<file path="src/rtl/alu_seq.sv">
// alu_seq: DLX execute-stage controller that sequences the external 32-bit ALU and splits long shifts into passes.
// Optional macro ALU_SEQ_CHAIN_EN issues follow-on shift passes directly from RESULT (one cycle per pass).
module alu_seq #(
   parameter int SHIFT_CHUNK = 7
) (
   input  logic        clk,
   input  logic        rst,
   input  logic        instr_valid,
   output logic        instr_ready,
   input  logic [31:0] instr,
   input  logic [31:0] rs1_val,
   input  logic [31:0] rs2_val,
   output logic [3:0]  alu_I,
   output logic        alu_EX,
   output logic [31:0] alu_op1,
   output logic [31:0] alu_op2,
   input  logic [31:0] alu_res,
   input  logic        alu_carry,
   input  logic        alu_z,
   output logic        wb_valid,
   input  logic        wb_ready,
   output logic [31:0] wb_data,
   output logic [4:0]  wb_rd,
   output logic        wb_carry,
   output logic        wb_z,
   output logic        illegal
);

   typedef enum logic [1:0] {IDLE, ISSUE, RESULT, WB} state_t;

   localparam logic [4:0] CHUNK = 5'(SHIFT_CHUNK);

   state_t      state_q, state_d;
   logic [3:0]  op_q, op_d;
   logic [31:0] alu_op1_q, alu_op1_d;
   logic [31:0] alu_op2_q, alu_op2_d;
   logic [4:0]  rem_q, rem_d;
   logic [4:0]  rd_q, rd_d;
   logic [31:0] wb_data_q, wb_data_d;
   logic        wb_carry_q, wb_carry_d;
   logic        wb_z_q, wb_z_d;
   logic        illegal_q, illegal_d;
   logic        chain_issue;

   logic [5:0]  opcode, func;
   logic [3:0]  dec_op;
   logic        dec_legal, dec_rtype, dec_zext;
   logic [31:0] dec_op2;
   logic [4:0]  dec_rd;
   logic        unused_fields;

   assign unused_fields = ^{instr[25:21], instr[10:6]};

   function automatic logic is_shift(input logic [3:0] op);
      return (op == 4'd6) || (op == 4'd7) || (op == 4'd14);
   endfunction

   function automatic logic [4:0] chunk_of(input logic [4:0] r);
      return (r < CHUNK) ? r : CHUNK;
   endfunction

   // Decode to the ALU op code; anything unlisted is flagged illegal.
   always_comb begin
      opcode    = instr[31:26];
      func      = instr[5:0];
      dec_op    = 4'd0;
      dec_legal = 1'b1;
      dec_rtype = (opcode == 6'h00);
      dec_zext  = 1'b0;
      if (dec_rtype) begin
         case (func)
            6'h20: dec_op = 4'd1;
            6'h22: dec_op = 4'd2;
            6'h24: dec_op = 4'd3;
            6'h25: dec_op = 4'd4;
            6'h26: dec_op = 4'd5;
            6'h04: dec_op = 4'd6;
            6'h06: dec_op = 4'd7;
            6'h07: dec_op = 4'd14;
            6'h28: dec_op = 4'd10;
            6'h29: dec_op = 4'd13;
            6'h2A: dec_op = 4'd12;
            6'h2C: dec_op = 4'd11;
            default: dec_legal = 1'b0;
         endcase
      end else begin
         case (opcode)
            6'h08: dec_op = 4'd1;
            6'h0A: dec_op = 4'd2;
            6'h0C: begin dec_op = 4'd3; dec_zext = 1'b1; end
            6'h0D: begin dec_op = 4'd4; dec_zext = 1'b1; end
            6'h0E: begin dec_op = 4'd5; dec_zext = 1'b1; end
            6'h14: dec_op = 4'd6;
            6'h16: dec_op = 4'd7;
            6'h17: dec_op = 4'd14;
            6'h18: dec_op = 4'd10;
            6'h19: dec_op = 4'd13;
            6'h1A: dec_op = 4'd12;
            6'h1C: dec_op = 4'd11;
            default: dec_legal = 1'b0;
         endcase
      end
      if (dec_rtype)     dec_op2 = rs2_val;
      else if (dec_zext) dec_op2 = {16'h0000, instr[15:0]};
      else               dec_op2 = {{16{instr[15]}}, instr[15:0]};
      dec_rd = dec_rtype ? instr[15:11] : instr[20:16];
   end

   // rem holds the shift amount still outstanding after the pass currently loaded on alu_op2.
   always_comb begin
      state_d     = state_q;
      op_d        = op_q;
      alu_op1_d   = alu_op1_q;
      alu_op2_d   = alu_op2_q;
      rem_d       = rem_q;
      rd_d        = rd_q;
      wb_data_d   = wb_data_q;
      wb_carry_d  = wb_carry_q;
      wb_z_d      = wb_z_q;
      illegal_d   = 1'b0;
      chain_issue = 1'b0;
      case (state_q)
         IDLE: begin
            if (instr_valid) begin
               if (dec_legal) begin
                  op_d      = dec_op;
                  rd_d      = dec_rd;
                  alu_op1_d = rs1_val;
                  if (is_shift(dec_op)) begin
                     alu_op2_d = {27'd0, chunk_of(dec_op2[4:0])};
                     rem_d     = dec_op2[4:0] - chunk_of(dec_op2[4:0]);
                  end else begin
                     alu_op2_d = dec_op2;
                     rem_d     = 5'd0;
                  end
                  state_d = ISSUE;
               end else begin
                  illegal_d = 1'b1;
               end
            end
         end
         ISSUE: state_d = RESULT;
         RESULT: begin
            if (is_shift(op_q) && (rem_q != 5'd0)) begin
               alu_op1_d = alu_res;
               alu_op2_d = {27'd0, chunk_of(rem_q)};
               rem_d     = rem_q - chunk_of(rem_q);
`ifdef ALU_SEQ_CHAIN_EN
               chain_issue = 1'b1;
               state_d     = RESULT;
`else
               state_d     = ISSUE;
`endif
            end else begin
               wb_data_d  = alu_res;
               wb_carry_d = ((op_q == 4'd1) || (op_q == 4'd2)) ? alu_carry : 1'b0;
               wb_z_d     = alu_z;
               state_d    = WB;
            end
         end
         WB: if (wb_ready) state_d = IDLE;
         default: state_d = IDLE;
      endcase
   end

   assign instr_ready = (state_q == IDLE) && !rst;
   assign alu_EX      = (state_q == ISSUE) || chain_issue;
   assign alu_I       = alu_EX ? op_q : 4'd0;
   assign alu_op1     = chain_issue ? alu_res : alu_op1_q;
   assign alu_op2     = chain_issue ? alu_op2_d : alu_op2_q;
   assign wb_valid    = (state_q == WB);
   assign wb_data     = wb_data_q;
   assign wb_rd       = rd_q;
   assign wb_carry    = wb_carry_q;
   assign wb_z        = wb_z_q;
   assign illegal     = illegal_q;

   always_ff @(posedge clk) begin
      if (rst) begin
         state_q    <= IDLE;
         op_q       <= '0;
         alu_op1_q  <= '0;
         alu_op2_q  <= '0;
         rem_q      <= '0;
         rd_q       <= '0;
         wb_data_q  <= '0;
         wb_carry_q <= 1'b0;
         wb_z_q     <= 1'b0;
         illegal_q  <= 1'b0;
      end else begin
         state_q    <= state_d;
         op_q       <= op_d;
         alu_op1_q  <= alu_op1_d;
         alu_op2_q  <= alu_op2_d;
         rem_q      <= rem_d;
         rd_q       <= rd_d;
         wb_data_q  <= wb_data_d;
         wb_carry_q <= wb_carry_d;
         wb_z_q     <= wb_z_d;
         illegal_q  <= illegal_d;
      end
   end

endmodule

</file>
<file path="config.mk">
export PLATFORM = sky130hd
export DESIGN_NAME = alu_seq
export DESIGN_NICKNAME = d
export VERILOG_FILES = /design/src/rtl/alu_seq.sv
export SDC_FILE = /design/constraint.sdc
export NUM_CORES = 1
export LEC_CHECK = 0
export CAP_MARGIN = 25
export CORE_MARGIN = 2
export CORE_UTILIZATION = 35
export CTS_CLUSTER_DIAMETER = 120
export DETAILED_ROUTE_END_ITERATION = 10
export PLACE_DENSITY = 0.68
export SLEW_MARGIN = 30
export SYNTH_ARGS = -nofsm -noshare
export SYNTH_HDL_FRONTEND = slang
export SYNTH_SLANG_ARGS = --single-unit
export TNS_END_PERCENT = 50
</file>
<file path="constraint.sdc">
create_clock -name clk -period 4.1 [get_ports clk]
set_input_delay 0.41 -clock clk [delete_from_list [all_inputs] [get_ports clk]]
set_output_delay 0.41 -clock clk [all_outputs]
set_load 0.01 [all_outputs]
</file>
---- After elaboration in Yosys (flattened, before gate mapping) ----
Index checks and enable logic that the tools add are counted.
operators by class
  order comparisons ....................... 2
  eq/ne operators ......................... 39
  reduce and logical (&&, ||, !) cells .... 20
  bitwise logic cells ..................... 3
  add/subtract/negate cells ............... 2
  mux-type cells .......................... 35
operators by type and width
  operator                                                     number
  2-to-1 mux 32 bit                                            9
  one-hot mux 32 bit (2 select lines)                          2
  one-hot mux 4 bit (12 select lines)                          2
  equality test 6 bit (second input constant)                  9
  equality test 6 x 5 -> 1 bit (second input constant)         7
  2-to-1 mux 5 bit                                             7
  equality test 6 x 4 -> 1 bit (second input constant)         5
  OR reduction 12 bit                                          2
  equality test 6 x 3 -> 1 bit (second input constant)         3
  equality test 4 x 3 -> 1 bit (second input constant)         4
  less-than comparator 5 x 3 -> 1 bit (second input constant)  2
  one-hot mux 5 bit (2 select lines)                           1
  subtractor 5 bit                                             2
  equality test 4 bit (second input constant)                  2
  2-to-1 mux 2 bit                                             4
  2-to-1 mux 4 bit                                             2
  one-hot mux 2 bit (4 select lines)                           1
  2-to-1 mux 1 bit                                             7
  logical NOT 6 bit                                            1
  inequality test 2 bit (second input constant)                3
  AND reduction 3 bit                                          2
  OR reduction 3 bit                                           2
  logical OR 1 bit                                             5
  nonzero test 5 bit                                           1
  other kinds (12)                                             16
word-level totals
  register bits ........................... 115
  logic and storage cells ................. 111
  bits of input ports ..................... 134

---- Longest topological paths before layout ----
Gate-level depths: netlist of run 1.
  depth after elaboration ................. 13
  depth in mapped cells ................... 12

---- Worst setup path after synthesis of run 1 ----
No wires, ideal clock.
  path kind ............................... input-to-reg
  start ................................... in instr[1]
  end ..................................... reg alu_op2_q[0], in the netlist alu_op2[0]
  stages .................................. 8
  path slack .............................. 1.712 ns
  setup time .............................. 0.088 ns
  data arrival time ....................... 2.300 ns
  path buffers ............................ 1
  cells stage by stage .................... buf_2 -> or3b_1 -> a31oi_1 -> o21ai_0 -> a221o_1 -> a311o_1 -> and3_1 -> o32ai_2
between the ends
  cells in the longest elaborated chain, start to end .. 10
  elaborated cells on any way between the ends .. 32
  classes of those cells .................. order compare: 1; eq/ne: 16; mux: 11; reduce/logical: 4
RTL lines
  what                                                                        line  text
  start: declaration                                                          10    input logic [31:0] instr,
  equality test 6 bit / equality test 6 x 3 -> 1 bit (equally long branches)  71    case (func)
  one-hot mux 4 bit (12 select lines)                                         71
  2-to-1 mux 4 bit                                                            70    if (dec_rtype) begin
  equality test 4 x 3 -> 1 bit                                                55    return (op == 4'd6) || (op == 4'd7) || (op == 4'd14);
  logical OR 1 bit (2 in a row)                                               55
  2-to-1 mux 32 bit                                                           129   if (is_shift(dec_op)) begin
  2-to-1 mux 32 bit                                                           125   if (dec_legal) begin
  2-to-1 mux 32 bit                                                           124   if (instr_valid) begin
  one-hot mux 32 bit (2 select lines)                                         122   case (state_q)
  end signal: assignment                                                      194   alu_op2_q <= alu_op2_d;
  end: declaration                                                            36    logic [31:0] alu_op2_q, alu_op2_d;
Several ways; a longest one is shown, not always the timed one. The select of a mux whose other input is x is not followed.
A chain may end at the register's enable or synchronous reset.

---- Final worst setup path of run 1 ----
  start ................................... in instr[2]
  end ..................................... reg alu_op2_q[28], in the netlist alu_op2[28]
Same word-level chain as after synthesis.

==> metrics.txt, run 1 <==
status=complete, no violations; Initial Util=0.358; RR Startpoint=state_q[0]; Core Region=15800 um^2; #FFs+latches synth=115; Longest Clk Path Bufs=2; first-pass GRT wire length=29200 um; drt drc=0; Synth area leaders=dfxtp_1, nand2_1, a311oi_1, nor2_1, a21oi_1; Post-CTS Hold Fix Bufs=0; Post-Syn Area=5660 um^2; Area Overhead vs Synth=56.0%; CP Data Arrival Time=3.34 ns; Ports=245; utilization after layout=0.558; RSZ-0062 raised after global routing=false; main combinational cell family by area after synthesis=simple AND/OR/NAND/NOR gates; f_max=330 MHz; RR Endpoint=wb_data[17]; Largest delay share family, worst path=compound AO/OA/AOI/OAI gates; Vias=5969; nets=1082; Critical Path Stages=8; hpwl dp=12100 um; Synth Area in Adders=0.00619; Clock Latency Late Sink=0.41 ns; clock slew seen by the registers of the worst setup and hold paths=0.06 ns; register area share after synthesis=0.407; drt wl/cell=15.3 um; Synth Area in XOR/XNOR=0.0108; GRT Resource Usage Total=0.207; syn_area_per_cell=7.64 um^2; ant diodes=0; r2r setup slk=1.82 ns; min Tclk post-route=3.03 ns; Yosys top cell by area=dfxtp_1; largest net degree at the start of global routing=68; number of flops mapped to enable cells by yosys=0; Crit path largest cell delay=0.76 ns; Fin Setup TNS=0 ns; vias in the first global route=5567; complex-gate fraction of the synthesized area=0.214; Critical Path RT=4.41 ns; CTS tree=yes; Syn Nets=877; FFs w/ async S/R, synth=0; Final ANT Viol Nets=0; Vias/cell=5.08; Most used DFF post-synth=dfxtp_1; placed cell count=1142; global route total overflow=0; Root Driver=clkbuf_16; CTS Buf Count=17; clk_skew=0.00608 ns; CTS Sinks=115; total die area=17200 um^2; total power=3.65 mW; Post-Synth Simple-Gate Area=0.294; final std cells w/o fill=1175; starting DRC count in detailed routing=317; Rel. slew slack=0.530; Setup CP Type=in -> reg; MaxCap Viol Count=0; First-pass DRT Iterations=5; CTS resizes=0; worst hold path type=reg -> reg; actual slew at the worst max-slew pin=0.705 ns; share of layout cells above drive strength 1=0.0636; postcts setup bufs=0; Period Utilization, post-route=0.740; Max Slew Vio Count=0; Synth top area share=0.407; CP Max Fanout=16; die height=131 um; setup violators final=0; mux cell area share after synthesis=0.0110; H-tree Lvls=4; beginning of the critical path=instr[2]; Slowest-stage cell, CP=clkdlybuf4s50_1; final hold vios=0; final wirelength=18000 um; port bufs=239; crit path cell chain=clkdlybuf4s50_1 > nand2_1 > a32o_1 > o211ai_1 > a221o_1 > buf_4 > nand3_1 > o32ai_1; Leak=3.13 nW; Worst Path Buf+Inv=2; post-synth cell types=56; initial antenna violation count=0; Row Count=46; CP Launch Type=primary input; Syn Inst Count=741; routability cong.=0.842; CP Capture Point=alu_op2[28]; Cell Pwr Density=413 nW/um^2; yosys warns=0; DIE WIDTH=131 um; Peak VDD IR=0.271 mV; CP endpoint kind=flip-flop; R2R depth=6
-- through the flow --
step	hold WS (ns)	cell area (um^2)	setup WS [ns]
after floorplan	0.481	5660	1.71
after global placement	0.441	8150	0.698
after detailed placement	0.446	8150	0.665
after CTS	0.454	8810	1.11
after global routing	0.471	8830	0.866
final	0.452	8830	1.07
-- synth_stat cells (4+ instances only) --
library cell	instances
mux2i_1	4
a31oi_1	6
and2_1	6
o21ai_0	19
buf_2	16
a21oi_1	58
nand4_1	14
nand3b_1	4
nand2b_1	39
dfxtp_1	115
nor4bb_1	4
a22oi_1	5
a211oi_1	4
a311oi_1	39
o32ai_2	4
nand3_1	7
nor3_1	8
o32ai_1	16
and3_1	5
nor2_1	79
nor2b_1	5
inv_1	9
clkbuf_1	44
nand2_1	183
xor2_1	4
-- flip-flops by register name, indices dropped and copies added (netlist names) --
signal / count
alu_op1: 32
alu_op2: 32
wb_data: 32
rem_q: 5
wb_rd: 5
op_q: 4
state_q: 2
illegal: 1
wb_carry: 1
wb_z: 1
-- how the worst min path moves through the flow --
stage                             end   startpoint  cells past startpoint  slack [ns]
after floorplan              wb_carry     wb_carry                      2        0.48
after global placement    wb_data[10]  wb_data[10]                      2        0.44
after detailed placement   wb_data[3]   wb_data[3]                      2        0.45
after CTS                  wb_data[3]   wb_data[3]                      2        0.45
after global routing      wb_data[15]  wb_data[15]                      2        0.47
final                      wb_data[2]   wb_data[2]                      2        0.45
-- kinds of logic (layout without fill, tap and decap cells) --
family / count (synthesis) / in the layout
XOR/XNOR: 7 / 7
flip-flops: 115 / 115
AO/OA/AOI/OAI: 170 / 170
AND/OR/NAND/NOR: 366 / 366
adder cells (fa/ha/maj): 3 / 3
multiplexers: 6 / 6
buffers and inverters: 74 / 292
-- placed cells by master (no fill, tap or decap), types with 5 or more instances in the layout --
master	count
inv_1	9
o32ai_1	16
nor2_1	79
nand3_1	7
clkdlybuf4s50_1	238
and2_1	6
nand2_1	183
dfxtp_1	115
a21oi_1	57
o21ai_0	19
nand2b_1	38
a311oi_1	39
a22oi_1	5
a31oi_1	6
nor3_1	8
nand4_1	14
and3_1	5
buf_4	12
clkbuf_16	17
-- final cells by class --
type | count | area [um^2]
clock inverters | 11 | 173
clock buffers | 21 | 480
well taps | 216 | 270
multi-input cells | 552 | 3080
fillers | 1499 | 6990
inverters | 9 | 33.8
repair buffers | 251 | 2500
flip-flops and latches | 115 | 2300
-- report_power, final --
part	internal (mW)	switching, mW	leakage [nW]
registers	1.21	0.0542	0.937
logic	0.397	0.366	1.88
clock network	1.09	0.537	0.320
-- metal layers --
| layer | track usage | part of all wire |
|---|---|---|
| met1 | 0.270 | 0.46 |
| met4 | 0.0598 | 0.013 |
| met3 | 0.0625 | 0.074 |
| met2 | 0.331 | 0.45 |
| met5 | 0 | 0 |
-- worst register-to-register path: stages (launching register included) --
cell and delay [ns]:
dfxtp_1 0.47, nand2b_2 0.49, buf_4 0.46, a41o_1 0.16, buf_4 0.36, nand2_1 0.12
a21oi_1 0.16
Note: power is estimated with default switching activity, not from simulation.
==> inputs of run 2 (changes only) <==
--- a/config.mk
+++ b/config.mk
@@ -10,7 +10,7 @@
 export CORE_UTILIZATION = 35
 export CTS_CLUSTER_DIAMETER = 120
 export DETAILED_ROUTE_END_ITERATION = 10
-export PLACE_DENSITY = 0.68
+export PLACE_DENSITY = 0.71
 export SLEW_MARGIN = 30
 export SYNTH_ARGS = -nofsm -noshare
 export SYNTH_HDL_FRONTEND = slang
==> constraint.sdc (replaced) <==
create_clock -name clk -period 2.5 [get_ports clk]
set_input_delay 0.25 -clock clk [delete_from_list [all_inputs] [get_ports clk]]
set_output_delay 0.25 -clock clk [all_outputs]
set_load 0.01 [all_outputs]
==> run 2 against run 1 <==
Net effect: wire length grew 5.9%; critical endpoint is now alu_op2[0]; highest routed layer unchanged; critical path type unchanged; clock-buffer cell count fell by 4; clock power up 55%; first-iteration DRC count is 1.3% higher.
==> metrics.txt, run 2 (same netlist as run 1, synthesis figures left out) <==
global route total overflow=0 (unchanged); CP endpoint kind=flip-flop; Vias=6198 (+3.8%); starting DRC count in detailed routing=321 (+1.3%); Longest Clk Path Bufs=2 (unchanged); post-route cell area=9280 um^2 (+5.1%); clock slew seen by the registers of the worst setup and hold paths=0.06 ns (about the same); Post-CTS Hold Fix Bufs=0 (unchanged); hold slack=0.170 ns (-0.282 ns); drt drc=0 (unchanged); Leak=3.43 nW (+9.4%); total power=5.95 mW (+63%); Ports=245 (unchanged); RSZ-0062 raised after global routing=false; Sw Pwr=1.66 mW (+73%); Critical Path RT=2.82 ns (-1.59 ns); final wirelength=19000 um (+5.9%); routability cong.=0.867 (+3.0%); f_max=418 MHz; share of layout cells above drive strength 1=0.118 (+0.0545); setup violators final=0 (unchanged); H-tree Lvls=4 (unchanged); first-pass GRT wire length=30700 um (+5.2%); DIE WIDTH=131 um (unchanged); First-pass DRT Iterations=5 (unchanged); vias in the first global route=5869 (+5.4%); Peak VDD IR=0.498 mV (+83%); die height=131 um (unchanged); Final ANT Viol Nets=0 (unchanged); Area Overhead vs Synth=64.0%; Vias/cell=5.03 (-0.97%); Setup CP Type=in -> reg; Cell Pwr Density=641 nW/um^2 (+55%); hpwl dp=13400 um (+11%); final hold vios=0 (unchanged); Period Utilization, post-route=0.958; R2R depth=6 (unchanged); CTS tree=yes; Switching Share=0.279 (+0.0169); CP Launch Type=primary input; CP Max Fanout=6 (-10); total die area=17200 um^2 (unchanged); CP Data Arrival Time=2.72 ns (-0.62 ns); status=complete, no violations; Rel. slew slack=0.494 (-0.0359); drt wl/cell=15.4 um (+1.0%); most frequent cells in the layout=clkdlybuf4s50_1, nand2_1, dfxtp_1; Clock Latency Late Sink=0.41 ns (about the same); Initial Util=0.358 (unchanged); clk_skew=0.0106 ns (+0.00453 ns); min Tclk post-route=2.39 ns; CTS Sinks=115 (unchanged); Reg power frac=0.350 (+0.003); Root Driver=clkbuf_16; Comb pwr share=0.228 (+0.019); ant diodes=0 (unchanged); largest net degree at the start of global routing=70 (+2.9%); initial antenna violation count=0 (unchanged); hold depth=3 (+1); most common cell after layout, fill and taps aside=clkdlybuf4s50_1; port bufs=239 (unchanged); Core Region=15800 um^2 (unchanged); Clk pwr share=0.423 (-0.022); Max Slew Vio Count=0 (unchanged); worst hold path type=in -> reg; DP Area=8650 um^2 (+6.1%); actual slew at the worst max-slew pin=0.759 ns (+0.0538 ns); Int Pwr=4.29 mW (+59%); GRT Resource Usage Total=0.217 (+0.0104); CTS Buf Count=17 (unchanged); nets=1139 (+5.3%); Row Count=46 (unchanged); MaxCap Viol Count=0 (unchanged)
run 2: final cells by class:
cell class / instances / area (um^2)
clock inverters: 15 / 179
flip-flops and latches: 115 / 2300
multi-input cells: 552 / 3090
inverters: 9 / 33.8
fillers: 1421 / 6550
well taps: 216 / 270
clock buffers: 17 / 425
repair buffers: 308 / 2990
run 2: worst paths after layout:
path	startpoint	end	slack, ns
hold reg to reg	wb_carry	wb_carry	0.45
hold / removal	rst	illegal	0.17
setup reg to reg	rem_q[3]	wb_data[16]	0.49
setup / recovery	instr[1]	alu_op2[0]	0.11
run 2: critical path, stage by stage:
cell and delay (ns):
clkdlybuf4s50_1 0.50, buf_4 0.20, nor2b_1 0.19, a32o_1 0.21, o211ai_1 0.11, a221o_1 0.45
a311o_1 0.38, and3_1 0.20, o32ai_2 0.24
run 2: per-layer routing:
| layer | wire length (um) | global-route usage | up-vias |
|---|---|---|---|
| met3 | 1290 | 0.0667 | 19 |
| met4 | 243 | 0.0562 | 0 |
| met1 | 8680 | 0.283 | 2866 |
| li1 | - | - | 3122 |
| met2 | 8800 | 0.351 | 191 |
| met5 | 0 | 0 | - |
run 2: through the flow:
| stage | std cells | util | TNS [ns] | worst slack (ns) |
|---|---|---|---|---|
| after floorplan | 741 | - | 0 | 0.272 |
| after global placement | 1200 | 0.547 | -17.00 | -0.292 |
| after detailed placement | 1200 | 0.547 | -20.03 | -0.374 |
| after CTS | 1232 | 0.585 | 0 | 0.0141 |
| after global routing | 1232 | 0.586 | 0 | 0.0000213 |
| final | 1232 | 0.586 | 0 | 0.105 |
run 2: power by group through the flow:
stage          logic (mW)  registers, mW  clock network, mW
4_1_cts              1.36           2.08               2.56
3_5_place_dp         1.35           2.12                  0
3_3_place_gp         1.33           2.12                  0
2_1_floorplan       0.557           2.17                  0
5_1_grt              1.47           2.10               2.65
6_report             1.36           2.08               2.51
run 2: repair_timing:
action | 4_1_cts | 5_1_grt
buffers inserted | 0 | 0
resized for setup | 0 | 6
setup endpoints to repair | 0 | 50
